===== config.mk =====
export PLATFORM = sky130hd
export DESIGN_NAME = hv_bundler
export DESIGN_NICKNAME = d
export VERILOG_FILES = /design/src/rtl/hv_bundler.sv
export SDC_FILE = /design/constraint.sdc
export NUM_CORES = 1
export LEC_CHECK = 0
export CORE_MARGIN = 1.5
export CORE_UTILIZATION = 55
export DETAILED_ROUTE_END_ITERATION = 16
export PLACE_DENSITY = 0.91
export SETUP_SLACK_MARGIN = 0.15
export SLEW_MARGIN = 20
export SYNTH_ARGS = -nofsm -noshare
export SYNTH_HDL_FRONTEND = slang
export SYNTH_SLANG_ARGS = --single-unit

===== constraint.sdc =====
create_clock -name clk -period 2.9 [get_ports clk]
set_clock_uncertainty 0.2 [all_clocks]
set_input_delay 0.29 -clock clk [delete_from_list [all_inputs] [get_ports clk]]
set_output_delay 0.29 -clock clk [all_outputs]
set_load 0.005 [all_outputs]

===== src/rtl/hv_bundler.sv =====
// hv_bundler: majority-vote bundling of NUM_HVS encoded hypervectors into one
// query hypervector. Each dimension keeps a running count of ones over the
// current window. The final accept of a window produces a strict-majority
// result, which is held until downstream takes it.
module hv_bundler #(
    parameter int DIMENSIONS = 10,
    parameter int NUM_HVS    = 5
) (
    input  logic                             clk,
    input  logic                             rst,
    input  logic [DIMENSIONS-1:0]            hv_in,
    input  logic                             hv_in_valid,
    output logic                             hv_in_ready,
    output logic [DIMENSIONS-1:0]            hv_out,
    output logic                             hv_out_valid,
    input  logic                             hv_out_ready,
    output logic [$clog2(NUM_HVS+1)-1:0]     in_count
);

    // Counter width: large enough to hold NUM_HVS, so a counter never wraps.
    localparam int CW = $clog2(NUM_HVS + 1);

    // The sum width is one bit wider than a counter, so the final
    // counter+bit sum can never overflow, even at the top of the range.
    localparam int SW = CW + 1;

    // in_count value at which the next accept closes the window.
    localparam logic [CW-1:0] LAST_IDX = CW'(NUM_HVS - 1);

    // Strict majority: a bit wins only with more than floor(NUM_HVS/2) ones.
    // For even windows an exact tie resolves to 0.
    localparam logic [SW-1:0] THRESH = SW'(NUM_HVS / 2);

    localparam logic [0:0] ST_ACCUM = 1'b0;
    localparam logic [0:0] ST_HOLD  = 1'b1;

    logic [0:0]            r_state;
    logic [CW-1:0]         r_in_count;
    logic [DIMENSIONS-1:0] r_hv_out;

    logic                  w_accept;
    logic                  w_last;
    logic [DIMENSIONS-1:0] w_majority;

    // Handshake outputs are pure functions of the state. During reset,
    // hv_in_ready may still read 1, but w_accept masks the input.
    assign hv_in_ready  = (r_state == ST_ACCUM);
    assign hv_out_valid = (r_state == ST_HOLD);
    assign hv_out       = r_hv_out;
    assign in_count     = r_in_count;

    // A transfer happens only when both sides agree and the block is not in reset.
    assign w_accept = hv_in_valid & hv_in_ready & ~rst;

    // This accept completes the window.
    assign w_last   = w_accept & (r_in_count == LAST_IDX);

    // Per-dimension ones counter and majority decision.
    generate
        for (genvar gi = 0; gi < DIMENSIONS; gi++) begin : g_dim
            logic [CW-1:0] r_cnt;
            logic [SW-1:0] w_sum;

            // Include the current bit, so the last vector of the window
            // votes without an extra cycle.
            assign w_sum          = SW'(r_cnt) + SW'(hv_in[gi]);
            assign w_majority[gi] = (w_sum > THRESH);

            // Count ones on each accept. Clear on the closing accept or on reset.
            always_ff @(posedge clk) begin
                if (rst) begin
                    r_cnt <= '0;
                end else if (w_last) begin
                    r_cnt <= '0;
                end else if (w_accept) begin
                    r_cnt <= r_cnt + CW'(hv_in[gi]);
                end
            end
        end
    endgenerate

    // Window fill level. It returns to zero on the closing accept,
    // so the next window counts from zero.
    always_ff @(posedge clk) begin
        if (rst) begin
            r_in_count <= '0;
        end else if (w_last) begin
            r_in_count <= '0;
        end else if (w_accept) begin
            r_in_count <= r_in_count + 1'b1;
        end
    end

    // Result register. It loads only on the closing accept. Because it is
    // not cleared on release, the value stays visible after HOLD.
    always_ff @(posedge clk) begin
        if (rst) begin
            r_hv_out <= '0;
        end else if (w_last) begin
            r_hv_out <= w_majority;
        end
    end

    // ACCUM collects inputs. HOLD presents the bundle until downstream takes it.
    always_ff @(posedge clk) begin
        if (rst) begin
            r_state <= ST_ACCUM;
        end else begin
            case (r_state)
                ST_ACCUM: if (w_last)       r_state <= ST_HOLD;
                ST_HOLD:  if (hv_out_ready) r_state <= ST_ACCUM;
                default:                    r_state <= ST_ACCUM;
            endcase
        end
    end

endmodule


==> results.sh <==
export IMPL_finalCritPeriodShare=0.650
export IMPL_cts_post_setup_buffers_inserted=0
export IMPL_track_usage=0.216
export IMPL_final_common_cell="nand2_1"
export IMPL_clk_pin_slew_worst_paths_ns=0.08
export IMPL_cp_slowest_cell="dfxtp_1"
export IMPL_yosys_cell_types_count=21
export IMPL_first_pass_iters=4
export IMPL_path_cells="inv_1 > ha_1 > and4b_1 > or2_1 > buf_4 > a21oi_1"
export IMPL_drive_gt1_frac=0.0942
export IMPL_io_pins=29
export IMPL_fillers=296
export IMPL_max_stage_delay_ns=0.41
export IMPL_fmax_mhz=531
export IMPL_port_buffers=28
export IMPL_route_detailed_drc=0
export IMPL_post_place_ws_ns=0.746
export IMPL_regArea_sq_um=881
export IMPL_hold_violations=0
export IMPL_ctsHoldBuffers=0
export IMPL_final_setup_tns_ns=0
export IMPL_clockBufferDepth=2
export IMPL_worstMarginPinSlew_ns=0.445
export IMPL_final_cell_mix="52 x nand2_1, 44 x dfxtp_1, 32 x a21oi_1"
export IMPL_start_kind="flip-flop"
export IMPL_fin_nets=311
export IMPL_layout_min_cycle_time_ns=1.88
export IMPL_worst_slack_ns=1.02
export IMPL_cts_root_buffer="clkbuf_8"
export IMPL_h_tree_depth=2
export IMPL_wl_um=4150
export IMPL_start_util=0.579
export IMPL_critPathKind="flip-flop to flip-flop"
export IMPL_vias_per_cell=5.54
export IMPL_finalSetupViolations=0
export IMPL_ys_ff_latch=44
export IMPL_drv_cap=0
export IMPL_maxSlewViolCount=0
export IMPL_fp_dieW_um=65.6
export IMPL_hp_class="flip-flop to flip-flop"
export IMPL_synth_fp_nets=284
export IMPL_place_gp_congestion=0.753
export IMPL_avgRoutedWirePerCell_um=12.8
export IMPL_whs_ns=0.260
export IMPL_critPathArrivalTime_ns=1.92
export IMPL_grt_pass1_vias=1686
export IMPL_die_area_sq_um=4300
export IMPL_irDropWorstVdd_uv=315
export IMPL_yosysSeqAreaShare=0.409
export IMPL_fp_dieH_um=65.6
export IMPL_multiInputGateArea_sq_um=1130
export IMPL_fin_total_pwr_uw=1180
export IMPL_cts_tree="built"
export IMPL_slew_headroom=0.704
export IMPL_status="complete, no violations"
export IMPL_area_growth_pct=19.0
export IMPL_clock_sinks=44
export IMPL_p_leak_uw=0.000929
export IMPL_ctsResizeCount=0
export IMPL_dr_first_iter_drc_count=99
export IMPL_post_route_util=0.689
export IMPL_crit_fanout=16
export IMPL_insertion_delay_ns=0.30
export IMPL_netlist_area_sq_um=2150
export IMPL_grt_max_degree=42
export IMPL_drtAntennaViolNets=0
export IMPL_row_count=22
export IMPL_antenna_cells=0
export IMPL_antenna_found_initial=0
export IMPL_syn_avg_cell_area_sq_um=8.68
export IMPL_gr_total_overflow=0
export IMPL_required_ns=2.93
export IMPL_via_count=1796
export IMPL_end_kind="flip-flop"
export IMPL_core_sq_um=3720
export IMPL_hpwl_um=2830
export IMPL_cts_made_buffers=5
export IMPL_power_density_nw_per_um2=462
export IMPL_grt_pass1_wl_um=7020
export IMPL_yosysWarnings=0
export IMPL_syn_inst=248
export IMPL_rsz0062_at_grt="false"
==> area by class of cell <==
| class | instances | area share |
|---|---|---|
| timing repair buffer | 34 | 0.127 |
| sequential | 44 | 0.344 |
| clock inverter | 2 | 0.0137 |
| inverter | 15 | 0.0220 |
| clock buffer | 6 | 0.0283 |
| multi-input combinational | 175 | 0.441 |
| tap | 48 | 0.0235 |
==> cell usage after synthesis (all sizes together) <==
cell type  number  area (sq um)
mux2           10           113
dfxtp          44           881
nand2          52           195
ha             22           275
or2             1          6.26
nor3b           1          12.5
a311oi         10          87.6
o21ai          10          50.1
xnor2           1          8.76
a21boi         10          75.1
nor2           12          45.0
buf             6          55.1
or3            10          62.6
or3b            1          11.3
a21oi          32           160
clkbuf          8          30.0
and4b           1          10.0
a2111oi         1          8.76
a31o            1          8.76
inv            15          56.3
==> routing by layer <==
metal	wire [um]	vias to the layer above	global-route usage
met5	0	-	0
met4	108	0	0.122
met3	141	9	0.0462
met2	2020	32	0.381
met1	1880	838	0.238
li1	-	917	-
==> report_power, final <==
group	leakage, uW	internal, uW	switching [uW]
Sequential	0.000356	616	7.58
Clock	0.0000552	255	204
Combinational	0.000518	46.8	53.0
==> through the flow <==
step,instances,cell area (sq um)
after floorplan,248,2150
after global placement,316,2450
after detailed placement,316,2450
after CTS,324,2560
after global routing,324,2560
final,324,2560
==> critical path, delay by kind of cell (launching register included) <==
kind	cells	cell delay, ns
AOI/OAI and AO/OA	1	0.15
adders and majority gates	1	0.19
buffers and inverters	2	0.33
DFF	1	0.41
and+or+nand+nor	2	0.53
==> path summary, 6_finish.rpt <==
check | start | to | slack (ns) | cells past startpoint
worst max-delay path | in_count[0] | g_dim[0].r_cnt[1] | 1.02 | 6
worst min-delay path | g_dim[3].r_cnt[0] | g_dim[3].r_cnt[0] | 0.26 | 2
worst max register to register | in_count[0] | g_dim[0].r_cnt[1] | 1.02 | 6
worst min register to register | g_dim[3].r_cnt[0] | g_dim[3].r_cnt[0] | 0.26 | 2
==> cells by family (layout without fill, tap and decap cells) <==
family / Yosys count / count (layout) / share of synthesized area
AOI/OAI and AO/OA: 64 / 64 / 0.181
xor gates and xnor gates: 1 / 1 / 0.00407
adders and majority gates: 22 / 22 / 0.128
buffers and inverters: 29 / 57 / 0.0657
DFF: 44 / 44 / 0.409
muxes: 10 / 10 / 0.0523
and+or+nand+nor: 78 / 78 / 0.159
==> flip-flops by register name, indices dropped and copies added (netlist names) <==
register / count
hv_out_valid: 1
g_dim.r_cnt: 30
in_count: 3
hv_out: 10
Power figures use the tool's default switching activity.
